`src/rtl/ham_pkg.sv`:
```
// Shared definitions for the Hamming(16,11) encode engine: default memory map,
// FSM state encoding and the bit positions of the 11-bit message within its byte pair.
package ham_pkg;

   localparam int HAM_NUM_MSG  = 15;
   localparam int HAM_SRC_BASE = 0;
   localparam int HAM_DST_BASE = 30;
   localparam int HAM_AW       = 8;
   localparam int HAM_DW       = 8;

   // Bit 2 set only in the two write states so the write enable is a single flop output.
   typedef enum logic [2:0] {
      HAM_IDLE  = 3'b000,
      HAM_RD_LO = 3'b001,
      HAM_RD_HI = 3'b010,
      HAM_DONE  = 3'b011,
      HAM_WR_LO = 3'b100,
      HAM_WR_HI = 3'b101
   } ham_state_t;

   localparam int LO_D_LSB = 1;
   localparam int LO_D_MSB = 8;
   localparam int HI_D_LSB = 9;
   localparam int HI_D_MSB = 11;
   localparam int HI_D_W   = HI_D_MSB - HI_D_LSB + 1;

endpackage

```
`src/rtl/ham_parity16.sv`:
```
// Combinational Hamming(16,11) SECDED codeword builder.
// Output is {d11..d5, p8, d4, d3, d2, p4, d1, p2, p1, p0}: high byte then low byte.
module ham_parity16
   import ham_pkg::*;
(
   input  logic [11:1] i_d,
   output logic [15:0] o_code
);

   logic w_p8;
   logic w_p4;
   logic w_p2;
   logic w_p1;
   logic w_p0;

   assign w_p8 = ^i_d[11:5];
   assign w_p4 = (^i_d[11:8]) ^ (^i_d[4:2]);
   assign w_p2 = i_d[11] ^ i_d[10] ^ i_d[7] ^ i_d[6] ^ i_d[4] ^ i_d[3] ^ i_d[1];
   assign w_p1 = i_d[11] ^ i_d[9] ^ i_d[7] ^ i_d[5] ^ i_d[4] ^ i_d[2] ^ i_d[1];
   // Overall parity covers data and all Hamming bits for double-error detection.
   assign w_p0 = (^i_d[11:1]) ^ w_p8 ^ w_p4 ^ w_p2 ^ w_p1;

   assign o_code = {i_d[11:5], w_p8, i_d[4:2], w_p4, i_d[1], w_p2, w_p1, w_p0};

endmodule

```
`src/rtl/ham_encode_engine.sv`:
```
// Memory-side sequencer: reads NUM_MSG byte-pair messages, writes Hamming(16,11) codewords.
// Optional macro HAM_STATUS_EN adds busy and msg_cnt status outputs.
module ham_encode_engine
   import ham_pkg::*;
#(
   parameter int NUM_MSG  = HAM_NUM_MSG,
   parameter int SRC_BASE = HAM_SRC_BASE,
   parameter int DST_BASE = HAM_DST_BASE,
   parameter int AW       = HAM_AW,
   parameter int DW       = HAM_DW
) (
   input  logic          clk,
   input  logic          reset,
   input  logic          req,
   output logic          done,
   output logic [AW-1:0] mem_addr,
   input  logic [DW-1:0] mem_rd_data,
   output logic          mem_wr_en,
   output logic [DW-1:0] mem_wr_data
`ifdef HAM_STATUS_EN
   ,
   output logic          busy,
   output logic [3:0]    msg_cnt
`endif
);

   localparam int IW = (NUM_MSG > 1) ? $clog2(NUM_MSG) : 1;
   localparam logic [IW-1:0] IDX_LAST = IW'(NUM_MSG - 1);

   localparam logic [2:0] ST_IDLE  = HAM_IDLE;
   localparam logic [2:0] ST_RD_LO = HAM_RD_LO;
   localparam logic [2:0] ST_RD_HI = HAM_RD_HI;
   localparam logic [2:0] ST_DONE  = HAM_DONE;
   localparam logic [2:0] ST_WR_LO = HAM_WR_LO;
   localparam logic [2:0] ST_WR_HI = HAM_WR_HI;

   logic [2:0]    r_state;
   logic [IW-1:0] r_idx;
   logic [11:1]   r_data;
   logic          r_done;

   logic          w_accept;
   logic [AW-1:0] w_src_lo;
   logic [AW-1:0] w_dst_lo;
   logic [15:0]   w_code;

   assign w_accept = ((r_state == ST_IDLE) || (r_state == ST_DONE)) && req;
   assign w_src_lo = AW'(SRC_BASE) + AW'({r_idx, 1'b0});
   assign w_dst_lo = AW'(DST_BASE) + AW'({r_idx, 1'b0});

   ham_parity16 u_parity (
      .i_d    (r_data),
      .o_code (w_code)
   );

   always_ff @(posedge clk or negedge reset) begin
      if (!reset) begin
         r_state <= ST_IDLE;
         r_idx   <= '0;
         r_data  <= '0;
         r_done  <= 1'b0;
      end else begin
         case (r_state)
            ST_IDLE, ST_DONE: begin
               if (req) begin
                  r_state <= ST_RD_LO;
                  r_idx   <= '0;
                  r_done  <= 1'b0;
               end else if (r_state == ST_DONE) begin
                  // done is asserted one cycle after the final write has landed
                  r_done  <= 1'b1;
               end
            end
            ST_RD_LO: begin
               r_data[LO_D_MSB:LO_D_LSB] <= mem_rd_data[LO_D_MSB-LO_D_LSB:0];
               r_state                   <= ST_RD_HI;
            end
            ST_RD_HI: begin
               r_data[HI_D_MSB:HI_D_LSB] <= mem_rd_data[HI_D_W-1:0];
               r_state                   <= ST_WR_LO;
            end
            ST_WR_LO: begin
               r_state <= ST_WR_HI;
            end
            ST_WR_HI: begin
               if (r_idx == IDX_LAST) begin
                  r_state <= ST_DONE;
               end else begin
                  r_idx   <= r_idx + 1'b1;
                  r_state <= ST_RD_LO;
               end
            end
            default: begin
               r_state <= ST_IDLE;
            end
         endcase
      end
   end

   always_comb begin
      mem_addr    = '0;
      mem_wr_data = '0;
      case (r_state)
         ST_RD_LO: mem_addr = w_src_lo;
         ST_RD_HI: mem_addr = w_src_lo + AW'(1);
         ST_WR_LO: begin
            mem_addr    = w_dst_lo;
            mem_wr_data = DW'(w_code[7:0]);
         end
         ST_WR_HI: begin
            mem_addr    = w_dst_lo + AW'(1);
            mem_wr_data = DW'(w_code[15:8]);
         end
         default: begin
            mem_addr    = '0;
            mem_wr_data = '0;
         end
      endcase
   end

   assign mem_wr_en = r_state[2];
   assign done      = r_done;

`ifdef HAM_STATUS_EN
   logic [3:0] r_msg_cnt;

   always_ff @(posedge clk or negedge reset) begin
      if (!reset) begin
         r_msg_cnt <= '0;
      end else if (w_accept) begin
         r_msg_cnt <= '0;
      end else if ((r_state == ST_WR_HI) && (r_msg_cnt != 4'(NUM_MSG))) begin
         r_msg_cnt <= r_msg_cnt + 4'd1;
      end
   end

   assign busy    = (r_state != ST_IDLE) && (r_state != ST_DONE);
   assign msg_cnt = r_msg_cnt;
`else
   logic w_unused_accept;
   assign w_unused_accept = w_accept;
`endif

endmodule

```
`config.mk`:
```
export PLATFORM = sky130hd
export DESIGN_NAME = ham_encode_engine
export DESIGN_NICKNAME = d
export VERILOG_FILES = /design/src/rtl/ham_pkg.sv /design/src/rtl/ham_parity16.sv /design/src/rtl/ham_encode_engine.sv
export SDC_FILE = /design/constraint.sdc
export NUM_CORES = 1
export LEC_CHECK = 0
export BUFFER_PORTS_ARGS = -buffer_cell sky130_fd_sc_hd__buf_2
export CAP_MARGIN = 20
export CORE_AREA = 8 8 47 87
export CTS_BUF_LIST = sky130_fd_sc_hd__clkbuf_8
export DETAILED_ROUTE_END_ITERATION = 10
export DIE_AREA = 0 0 55 95
export HOLD_SLACK_MARGIN = 0.02
export PLACE_DENSITY = 0.71
export SYNTH_ARGS = -nofsm -noshare
export SYNTH_HDL_FRONTEND = slang
export SYNTH_SLANG_ARGS = --single-unit
```
`constraint.sdc`:
```
create_clock -name clk -period 1.6 [get_ports clk]
set_input_delay 0 -clock clk [delete_from_list [all_inputs] [get_ports clk]]
set_output_delay 0 -clock clk [all_outputs]
set_load 0.02 [all_outputs]
```
==> results of run 1 <==
[how the worst max path moves through the flow]
| stage | start | end | slack, ns | cells past startpoint |
|---|---|---|---|---|
| after floorplan | r_idx[0]$_DFFE_PN0P_ | mem_addr[2] | 0.007 | 6 |
| final | r_data[2]$_DFFE_PN0N_ | mem_wr_data[1] | -0.31 | 5 |
| after global routing | r_data[2]$_DFFE_PN0N_ | mem_wr_data[1] | -0.37 | 5 |
| after CTS | r_data[10]$_DFFE_PN0N_ | mem_wr_data[4] | -0.32 | 5 |
| after global placement | r_data[9]$_DFFE_PN0N_ | mem_wr_data[4] | -0.03 | 5 |
| after detailed placement | r_data[9]$_DFFE_PN0N_ | mem_wr_data[4] | -0.07 | 5 |
[per-stage QoR]
| stage | util | std cells |
|---|---|---|
| after floorplan | - | 137 |
| after global placement | 0.5378 | 203 |
| after detailed placement | 0.5378 | 203 |
| after CTS | 0.6199 | 218 |
| after global routing | 0.6480 | 220 |
| final | 0.6480 | 220 |
[registers in the layout (all words and copies together) (netlist names)]
signal	count
r_state	3
r_idx	4
r_data	11
done	1
[report_power, final]
group          internal [W]  switching, W  total (W)
Clock              0.000173      0.000167   0.000340
Sequential         0.000693      0.000231   0.000924
Combinational       0.00193       0.00169    0.00361
Total               0.00279       0.00208    0.00488
[logic make-up (layout without fill, tap and decap cells)]
group           after synthesis  after routing
compound gates               24             24
simple gates                 39             39
fa+ha+maj                     3              3
xor+xnor                     21             21
mux                          18             18
other cells                   1              2
buf+inv                      11             64
flops                        19             19
[repair_timing]
| item | CTS | global route |
|---|---|---|
| pin swaps | 4 | 3 |
| hold endpoints to repair | 30 | 0 |
| buffers inserted | 2 | 3 |
| gates resized for setup | 18 | 16 |
| hold buffers | 9 | 0 |
| endpoints found under the setup margin | 8 | 8 |
[metal layers]
layer | vias up | share of wire | track usage
met1 | 580 | 0.34 | 0.1515
met2 | 32 | 0.59 | 0.2899
met3 | 8 | 0.040 | 0.02047
met5 | - | 0 | 0
li1 | 574 | - | -
met4 | 0 | 0.025 | 0.08669
[worst reg2reg max path: cells and delay by family, from the launching register on]
family	cells	cell delay, ns
buffers and inverters	3	0.42
AND/OR/NAND/NOR	1	0.21
flip-flops	1	0.41
multiplexers	1	0.35
[synthesized netlist by cell type (3+ instances only)]
cell / number / area (µm²)
sky130_fd_sc_hd__nand2b_1: 4 / 25.02
sky130_fd_sc_hd__nor3_1: 3 / 15.01
sky130_fd_sc_hd__xor2_1: 3 / 26.28
sky130_fd_sc_hd__o22ai_1: 4 / 25.02
sky130_fd_sc_hd__mux2_2: 11 / 123.9
sky130_fd_sc_hd__nand2_1: 8 / 30.03
sky130_fd_sc_hd__mux2i_1: 7 / 70.07
sky130_fd_sc_hd__nor2_1: 13 / 48.80
sky130_fd_sc_hd__o21ai_0: 10 / 50.05
sky130_fd_sc_hd__clkbuf_1: 5 / 18.77
sky130_fd_sc_hd__xnor2_1: 16 / 140.1
sky130_fd_sc_hd__dfrtp_1: 19 / 475.5
sky130_fd_sc_hd__a21oi_1: 8 / 40.04
sky130_fd_sc_hd__nor2b_1: 3 / 18.77
sky130_fd_sc_hd__ha_1: 3 / 37.54
[cell type report]
| type | count | share of cell area |
|---|---|---|
| well taps | 30 | 0.01969 |
| clock buffers | 3 | 0.02165 |
| repair buffers | 57 | 0.2205 |
| multi-input cells | 107 | 0.4783 |
| flip-flops and latches | 19 | 0.2513 |
| clock inverters | 1 | 0.002625 |
| inverters | 3 | 0.005906 |
==> reports/metrics.yaml, run 1 <==
critPathBufInv: 1
filler_cell_count: 251
design.core.area_um2: 2943
rr_worst_depth: 5
rsz0062_at_grt: "true"
via_count_of_the_first_global_routing_pass: 1326
cts_max_path_buffers: 2
clk_pin_slew_ns: 0.08
initial_utilization: 0.4413
holdPathEnd: "r_state[1]$_DFFE_PN0P_"
drt.antenna.violating_nets: 0
worstReg2RegEnd: "r_data[6]$_DFFE_PN0N_"
antenna_cells: 0
synth.area.mux_share: 0.1493
status: "finished, violations left"
area.growth.synth_to_final_pct: 46.82
core.rowCount: 28
critPathKind: "reg -> out"
multi_input_comb_area_um2: 912.1
arrival_ns: 1.91
ctsRootBufferMaster: "sky130_fd_sc_hd__clkbuf_8"
largest_driver_fanout_on_the_critical_path: 2
remaining_drc_errors: 0
hold-worst-slack_ns: 0.07371
drive_gt1_frac: 0.4421
wl_per_cell_um: 16.99
floorplan.die.width_um: 55
cts-buffers-inserted: 3
layout.cells.most_common_list: "21 x sky130_fd_sc_hd__buf_2, 21 x sky130_fd_sc_hd__buf_4, 16 x sky130_fd_sc_hd__dfrtp_1"
clock-skew-final_ns: 0.008535
yosys.area_share.adder: 0.02890
cpPeakStageDelay_ns: 0.42
die_height_um: 95
power.total_w: 0.004876
track_usage: 0.1565
grt_start_max_net_pins: 20
hold_path.startpoint: "req"
worst_setup_path_end_kind: "output pin"
worstHoldPathType: "in -> reg"
number_of_flops_mapped_to_enable_cells_by_yosys: 0
vdd_ir_drop_max_mv: 1.491
cts_tree: "built"
synth_async_sr_flop_share: 1.000
setup_viol: 4
io_buffer_count: 26
iter_0_drt_violations: 12
globalRouteOverflowTotal: 0
finalSetupTns_ns: -0.6741
min_period_ns: 1.915
setup_ws_post_layout_ns: -0.3148
post_synth_xor_area_fraction: 0.1628
cts_htree_levels: 1
detailed_placement_hpwl_um: 2634
floorplan.die_area_um2: 5225
syn_avg_cell_area_um2: 9.550
route.vias.total: 1194
synth_compound_gate_area_share: 0.1012
finalWeightedCongestion: 0.8504
powerDensity_nw_per_um2: 2557
synth_seq_cells: 19
crit_path_cell_trace: "xor2_2, xnor3_1, or3_1, a21oi_2, buf_6"
worstPathRequired_ns: 1.60
post_synth_inst_count: 136
yosys.area_share.simple: 0.1513
hold_viol: 0
boundaryPins: 29
cp_slowest_cell: "sky130_fd_sc_hd__dfrtp_1"
netlist_area_um2: 1299
worstReg2RegStart: "r_state[0]$_DFFE_PN0P_"
number_of_detailed_routing_iterations_run_before_antenna_repair: 4
start_kind: "register"
post_synth_num_cell_types: 30
report.final.slew_viol_count: 0
synth_top_flop_cell: "sky130_fd_sc_hd__dfrtp_1"
maximum_achievable_frequency_mhz: 522.2
clock-sinks: 19
placed_cell_area_um2: 1583
yosys_warnings: 0
pre_cts_setup_slack_ns: -0.06504
ff_latch_area_um2: 479.2
min_period_over_period: 1.197
post-route-cell-area_um2: 1907
leakagePower_nw: 0.8737
violations: "setup timing"
setup.reg_to_reg.worst_slack_ns: 0.10
clock_latency_ns: 0.26
antenna_found_initial: 0
timing.max_cap.violations: 0
grt_pass1_wl_um: 6127
cp_top_family: "XOR/XNOR gates"
timing.hold.worst_path_depth: 4
portion_of_the_post_synthesis_area_used_by_sequential_elements: 0.3661
detail_route.vias_per_cell: 5.427
largest_family_of_logic_cells_by_synthesized_area: "XOR/XNOR gates"
routed_wirelength_um: 3737
finish.net_count: 205
Note: power is estimated with default switching activity, not from simulation.
==> inputs of run 2 (changes only) <==
--- a/config.mk
+++ b/config.mk
@@ -5,14 +5,15 @@
 export SDC_FILE = /design/constraint.sdc
 export NUM_CORES = 1
 export LEC_CHECK = 0
+export ABC_AREA = 1
 export BUFFER_PORTS_ARGS = -buffer_cell sky130_fd_sc_hd__buf_2
 export CAP_MARGIN = 20
-export CORE_AREA = 8 8 47 87
+export CORE_AREA = 8 8 49 90
 export CTS_BUF_LIST = sky130_fd_sc_hd__clkbuf_8
 export DETAILED_ROUTE_END_ITERATION = 10
-export DIE_AREA = 0 0 55 95
+export DIE_AREA = 0 0 57 98
 export HOLD_SLACK_MARGIN = 0.02
-export PLACE_DENSITY = 0.71
+export PLACE_DENSITY = 0.69
 export SYNTH_ARGS = -nofsm -noshare
 export SYNTH_HDL_FRONTEND = slang
 export SYNTH_SLANG_ARGS = --single-unit
==> reports/metrics.yaml, run 2 <==
worstHoldPathType: "in -> reg"
worstPathRequired_ns: 1.60  # about the same
worst_setup_path_end_kind: "output pin"
hold-worst-slack_ns: 0.06174  # -0.01197 ns
io_buffer_count: 26  # unchanged
floorplan.die_area_um2: 5586  # +6.9%
synthTopCellsByCount: "72 x sky130_fd_sc_hd__nand2_1, 29 x sky130_fd_sc_hd__inv_1, 19 x sky130_fd_sc_hd__dfrtp_1"
largest_driver_fanout_on_the_critical_path: 7  # +5
routed_wirelength_um: 3599  # -3.7%
ctsRootBufferMaster: "sky130_fd_sc_hd__clkbuf_8"
finish.cell_count_without_fillers: 291  # +32%
largest_registers: "r_data x11, r_idx x4, r_state x3"
yosys.cell_count.top_type: "sky130_fd_sc_hd__nand2_1"
finalWeightedCongestion: 0.8803  # +3.5%
top_register: "r_data"
holdPathEnd: "done$_DFFE_PN0P_"
wl_per_cell_um: 12.37  # -27%
boundaryPins: 29  # unchanged
drt.antenna.violating_nets: 0  # unchanged
synthDominantAreaCellType: "sky130_fd_sc_hd__dfrtp_1"
core.rowCount: 30  # +7.1%
post_synth_num_cell_types: 25  # -17%
placedCellCount: 264  # +30%
cp_slowest_cell: "sky130_fd_sc_hd__dfrtp_2"
number_of_flops_mapped_to_enable_cells_by_yosys: 0  # unchanged
cts_max_path_buffers: 2  # unchanged
synth_seq_cells: 19  # unchanged
violations: "setup timing"
cts-buffers-inserted: 3  # unchanged
antenna_found_initial: 0  # unchanged
filler_cell_count: 301  # +20%
rr_worst_depth: 10  # +5
portion_of_the_post_synthesis_area_used_by_sequential_elements: 0.3430  # -0.02313
globalRouteOverflowTotal: 0  # unchanged
start_kind: "register"
critPathKind: "reg -> out"
clk_pin_slew_ns: 0.07  # about the same
grt_start_max_net_pins: 20  # unchanged
drive_gt1_frac: 0.3398  # -0.1023
synth_area_leaders: "sky130_fd_sc_hd__dfrtp_1 34%, sky130_fd_sc_hd__nand2_1 19%, sky130_fd_sc_hd__inv_1 7.9%"
setup_viol: 4  # unchanged
worstReg2RegEnd: "r_idx[3]$_DFFE_PN0P_"
number_of_detailed_routing_iterations_run_before_antenna_repair: 5  # +1
worstReg2RegStart: "r_state[1]$_DFFE_PN0P_"
cp_common_cell: "sky130_fd_sc_hd__nand2_1"
cts_tree: "built"
timing.hold.worst_path_depth: 4  # unchanged
synth_largest_type_area_fraction: 0.3430  # -0.02313
min_period_over_period: 1.106  # -0.09074
floorplan.die.width_um: 57  # +3.6%
netlist_area_um2: 1386  # +6.7%
detail_route.vias_per_cell: 5.027  # -7.4%
powerDensity_nw_per_um2: 670.7  # -74%
track_usage: 0.1194  # -0.03714
post_synth_inst_count: 207  # +52%
area.growth.synth_to_final_pct: 38.72
clock-skew-final_ns: 0.003324  # -0.005211 ns
hold_viol: 0  # unchanged
min_period_ns: 1.770  # -0.1452 ns
layout_commonest_cell: "sky130_fd_sc_hd__nand2_1"
iter_0_drt_violations: 47  # +35
rsz0062_at_grt: "true"
initial_utilization: 0.4197  # -0.02163
synth_top_flop_cell: "sky130_fd_sc_hd__dfrtp_1"
setup_ws_post_layout_ns: -0.1697  # +0.1452 ns
crit_path_cell_trace: "buf_4, xnor2_2, nand2_1, nand2_1, nand3_1, nand2_1, inv_1, nand2_1, nand2_1, nand2_1, nand2_1, buf_6"
timing.max_cap.violations: 0  # unchanged
status: "finished, violations left"
clock-sinks: 19  # unchanged
design.core.area_um2: 3303  # +12%
cts_htree_levels: 1  # unchanged
antenna_cells: 0  # unchanged
yosys_warnings: 0  # unchanged
syn_avg_cell_area_um2: 6.697  # -30%
die_height_um: 98  # +3.2%
hold_path.startpoint: "req"
vdd_ir_drop_max_mv: 0.5995  # -60%
clock_latency_ns: 0.26  # about the same
via_count_of_the_first_global_routing_pass: 1369  # +3.2%
report.final.slew_viol_count: 0  # unchanged
leakagePower_nw: 1.057  # +21%
setup.reg_to_reg.worst_slack_ns: 0.12  # +0.02 ns
detailed_placement_hpwl_um: 2467  # -6.3%
cpPeakStageDelay_ns: 0.48  # +0.06 ns
layout.cells.most_common_list: "64 x sky130_fd_sc_hd__nand2_1, 20 x sky130_fd_sc_hd__inv_1, 20 x sky130_fd_sc_hd__buf_2"
finish.net_count: 274  # +34%
arrival_ns: 1.77  # -0.14 ns
largest_reg_flops: 11  # unchanged
remaining_drc_errors: 0  # unchanged
grt_pass1_wl_um: 5747  # -6.2%
route.vias.total: 1463  # +23%
synth_async_sr_flop_share: 1.000  # unchanged
maximum_achievable_frequency_mhz: 565.1  # +8.2%
pre_cts_setup_slack_ns: 0.09954  # +0.1646 ns
-- run 2: cell count changes after synthesis, moves of 5 or more --
| cell | before | now |
|---|---|---|
| sky130_fd_sc_hd__inv_1 | 2 | 29 |
| sky130_fd_sc_hd__mux2_2 | 11 | 1 |
| sky130_fd_sc_hd__mux2i_1 | 7 | 0 |
| sky130_fd_sc_hd__nand2_1 | 8 | 72 |
| sky130_fd_sc_hd__nand3_1 | 1 | 11 |
| sky130_fd_sc_hd__xnor2_1 | 16 | 6 |
| sky130_fd_sc_hd__xor2_1 | 3 | 8 |
-- run 2: what timing repair did --
item / CTS / global route
resized for setup: 16 / 35
setup buffers: 6 / 8
setup endpoints to repair: 8 / 14
endpoints found under the hold margin: 30 / 0
pin swaps: 2 / 10
hold buffers: 9 / 0
-- run 2: cell families after synthesis --
family          count (synthesis)  share of synthesized area
simple gates                  105                     0.3186
fa+ha+maj                       3                    0.02708
xor+xnor                       14                    0.08845
compound gates                 27                     0.1047
other cells                     1                   0.002705
flops                          19                     0.3430
mux                             1                   0.008122
buf+inv                        37                     0.1074
-- run 2: worst max-delay path, delay by kind of cell (launching register included) --
family                    cells  cell delay, ns
and+or+nand+nor               8            0.53
DFF                           1            0.48
buffers and inverters         3            0.34
xor gates and xnor gates      1            0.16
-- run 2: through the flow --
| stage | power (W) | TNS (ns) | instance area [µm²] | util |
|---|---|---|---|---|
| final | 0.001290 | -0.2910 | 1923 | 0.5822 |
| after global routing | 0.001369 | -0.6003 | 1923 | 0.5822 |
| after CTS | 0.001241 | -0.1828 | 1763 | 0.5337 |
| after detailed placement | 0.0008626 | 0 | 1554 | 0.4705 |
| after global placement | 0.0008562 | 0 | 1554 | 0.4705 |
| after floorplan | 0.0007909 | 0 | 1390 | - |
-- run 2: cell type report --
| class | count | area (µm²) | area share |
|---|---|---|---|
| multi-input cells | 152 | 852.1 | 0.4431 |
| flip-flops and latches | 19 | 481.7 | 0.2505 |
| repair buffers | 52 | 377.9 | 0.1965 |
| inverters | 32 | 125.1 | 0.06506 |
| clock buffers | 3 | 41.29 | 0.02147 |
| well taps | 32 | 40.04 | 0.02082 |
| clock inverters | 1 | 5.005 | 0.002602 |
-- run 2: worst max path at each step --
stage / start / end / slack [ns] / cells after the start
floorplan: r_state[2]$_DFFE_PN0P_ / mem_wr_data[4] / 0.06 / 6
global route: r_data[9]$_DFFE_PN0N_ / mem_wr_data[0] / -0.23 / 11
global placement: r_state[2]$_DFFE_PN0P_ / r_idx[3]$_DFFE_PN0P_ / 0.12 / 10
finish: r_data[9]$_DFFE_PN0N_ / mem_wr_data[0] / -0.17 / 12
CTS: r_data[11]$_DFFE_PN0N_ / mem_wr_data[2] / -0.1 / 8
detailed placement: r_state[2]$_DFFE_PN0P_ / r_idx[2]$_DFFE_PN0P_ / 0.1 / 10
-- run 2: routing by layer --
metal	routed length, µm	global-route usage	vias up
met2	1695	0.1881	46
met5	0	0	-
met1	1569	0.1454	659
met3	230	0.03377	12
met4	102	0.05091	0
li1	-	-	746
-- run 2: report_power, final --
| group | switching (W) | total (W) | internal (W) |
|---|---|---|---|
| sequential | 0.0000423 | 0.000554 | 0.000512 |
| clock | 0.000168 | 0.000341 | 0.000174 |
| combinational | 0.000221 | 0.000394 | 0.000173 |
==> inputs of run 3 (changes only) <==
--- a/config.mk
+++ b/config.mk
@@ -6,14 +6,14 @@
 export NUM_CORES = 1
 export LEC_CHECK = 0
 export ABC_AREA = 1
-export BUFFER_PORTS_ARGS = -buffer_cell sky130_fd_sc_hd__buf_2
 export CAP_MARGIN = 20
 export CORE_AREA = 8 8 49 90
 export CTS_BUF_LIST = sky130_fd_sc_hd__clkbuf_8
 export DETAILED_ROUTE_END_ITERATION = 10
 export DIE_AREA = 0 0 57 98
+export DONT_BUFFER_PORTS = 1
 export HOLD_SLACK_MARGIN = 0.02
-export PLACE_DENSITY = 0.69
+export PLACE_DENSITY = 0.61
 export SYNTH_ARGS = -nofsm -noshare
 export SYNTH_HDL_FRONTEND = slang
 export SYNTH_SLANG_ARGS = --single-unit
==> reports/metrics.yaml, run 3 (synthesis results as in run 2) <==
clock_latency_ns: 0.25  # about the same
cpPeakStageDelay_ns: 0.47  # about the same
arrival_ns: 1.61  # -0.16 ns
relative_slew_slack: 0.4116
antenna_cells: 0  # unchanged
worst_setup_path_startpoint: "r_data[11]$_DFFE_PN0N_"
drt.antenna.violating_nets: 0  # unchanged
cts_max_path_buffers: 2  # unchanged
worstHoldPathType: "in -> async"
cts-buffers-inserted: 3  # unchanged
vdd_ir_drop_max_mv: 0.5778  # -3.6%
pre_cts_setup_slack_ns: 0.1065  # +0.006958 ns
placed_cell_area_um2: 1514  # -2.6%
clock-skew-final_ns: 0.002514  # -0.0008104 ns
top_register: "r_data"
boundaryPins: 29  # unchanged
design.core.area_um2: 3303  # unchanged
detailed_placement_hpwl_um: 2529  # +2.5%
setup.reg_to_reg.worst_slack_ns: 0.11  # about the same
grt_pass1_wl_um: 5561  # -3.2%
globalRouteOverflowTotal: 0  # unchanged
detail_route.vias_per_cell: 5.015  # -0.25%
route.vias.total: 1359  # -7.1%
number_of_detailed_routing_iterations_run_before_antenna_repair: 4  # -1
rr_worst_depth: 9  # -1
worstReg2RegEnd: "r_idx[3]$_DFFE_PN0P_"
hold_viol: 0  # unchanged
min_period_ns: 1.615  # -0.1551 ns
cts_htree_levels: 1  # unchanged
rsz0062_at_grt: "true"
crit_path_cell_trace: "inv_2, nand2_2, nand2_4, buf_4, xor2_1, xnor2_1, nand2_1, nand2_2"
layout_commonest_cell: "sky130_fd_sc_hd__nand2_1"
ctsRootBufferMaster: "sky130_fd_sc_hd__clkbuf_8"
setup_ws_post_layout_ns: -0.01458  # +0.1551 ns
io_buffer_count: 0  # -100%
critPathKind: "reg -> out"
worst_setup_path_end_kind: "output pin"
drive_gt1_frac: 0.3096  # -0.03014
wl_per_cell_um: 12.47  # +0.82%
cp_common_cell: "sky130_fd_sc_hd__nand2_2"
post-route-cell-area_um2: 1817  # -5.5%
powerDensity_nw_per_um2: 692.9  # +3.3%
report.final.slew_viol_count: 0  # unchanged
iter_0_drt_violations: 38  # -19%
floorplan.die.width_um: 57  # unchanged
start_kind: "register"
hold-worst-slack_ns: 0.3068  # +0.2451 ns
largest_registers: "r_data x11, r_idx x4, r_state x3"
cts_tree: "built"
initial_utilization: 0.4197  # unchanged
finish.net_count: 254  # -7.3%
track_usage: 0.1180  # -0.001344
grt_start_max_net_pins: 20  # unchanged
finalWeightedCongestion: 0.8654  # -1.7%
timing_worst_slew_pin_value_ns: 0.8796
timing.max_cap.violations: 0  # unchanged
maximum_achievable_frequency_mhz: 619.4  # +9.6%
status: "finished, violations left"
remaining_drc_errors: 0  # unchanged
area.growth.synth_to_final_pct: 31.05
violations: "setup timing"
worstPathRequired_ns: 1.60  # about the same
leakagePower_nw: 0.9700  # -8.3%
via_count_of_the_first_global_routing_pass: 1304  # -4.7%
setup_viol: 1  # -3
clock-sinks: 19  # unchanged
layout.cells.most_common_list: "53 x sky130_fd_sc_hd__nand2_1, 22 x sky130_fd_sc_hd__buf_4, 21 x sky130_fd_sc_hd__inv_1"
clk_pin_slew_ns: 0.07  # about the same
min_period_over_period: 1.009  # -0.09693
floorplan.die_area_um2: 5586  # unchanged
antenna_found_initial: 0  # unchanged
routed_wirelength_um: 3379  # -6.1%
worstReg2RegStart: "r_state[1]$_DFFE_PN0P_"
cp_slowest_cell: "sky130_fd_sc_hd__dfrtp_2"
core.rowCount: 30  # unchanged
timing.critical_path.to: "mem_wr_data[0]"
die_height_um: 98  # unchanged
largest_driver_fanout_on_the_critical_path: 7  # unchanged
largest_reg_flops: 11  # unchanged
run 3: cell types whose count changed in the layout (fill, tap and decap cells not counted), sizes merged:
cell	delta
buf	-21
clkinv	-1
dlygate4sd3	+1
inv	+1
run 3: layout make-up:
| type | instances | area [µm²] |
|---|---|---|
| Multi-Input combinational cell | 152 | 858.3 |
| Sequential cell | 19 | 483.0 |
| Timing Repair Buffer | 32 | 265.3 |
| Fill cell | 329 | 1486 |
| Tap cell | 32 | 40.04 |
| Clock buffer | 3 | 41.29 |
| Inverter | 32 | 125.1 |
| Clock inverter | 1 | 3.754 |
run 3: metal layers:
metal / up-vias / track usage / share of wire
met2: 28 / 0.1940 / 0.49
met5: - / 0 / 0
met4: 0 / 0.03818 / 0.011
met1: 616 / 0.1390 / 0.45
met3: 4 / 0.03766 / 0.054
li1: 711 / - / -
run 3: metrics by stage:
step / power (W) / setup TNS (ns) / instances / utilization
after CTS: 0.001212 / -0.007572 / 266 / 0.5114
after detailed placement: 0.0008440 / 0 / 250 / 0.4583
after global placement: 0.0008381 / 0 / 250 / 0.4583
after floorplan: 0.0007909 / 0 / 208 / -
final: 0.001259 / -0.01458 / 271 / 0.5500
after global routing: 0.001329 / -0.3218 / 271 / 0.5500
run 3: worst max-delay path: cells and delay by family, from the launching register on:
kind	cells	cell delay (ns)
DFF	1	0.47
buffers and inverters	2	0.20
xor gates and xnor gates	2	0.33
and+or+nand+nor	4	0.37
run 3: what timing repair did:
action	CTS	global route
resized for setup	13	35
setup endpoints to repair	7	13
hold endpoints to repair	35	0
buffers inserted	2	5
hold buffers	10	0
pin swaps	2	9
run 3: how the worst min path moves through the flow:
stage,start,end,cells after the start
final,reset,done$_DFFE_PN0P_,1
after global routing,reset,done$_DFFE_PN0P_,1
after CTS,reset,done$_DFFE_PN0P_,1
after detailed placement,reset,done$_DFFE_PN0P_,0
after global placement,reset,done$_DFFE_PN0P_,0
after floorplan,reset,done$_DFFE_PN0P_,0
run 3: where the power goes:
group | switching [W] | internal, W
Combinational | 0.000215 | 0.000157
Sequential | 0.0000435 | 0.000512
Clock | 0.000160 | 0.000171
Total | 0.000418 | 0.000840
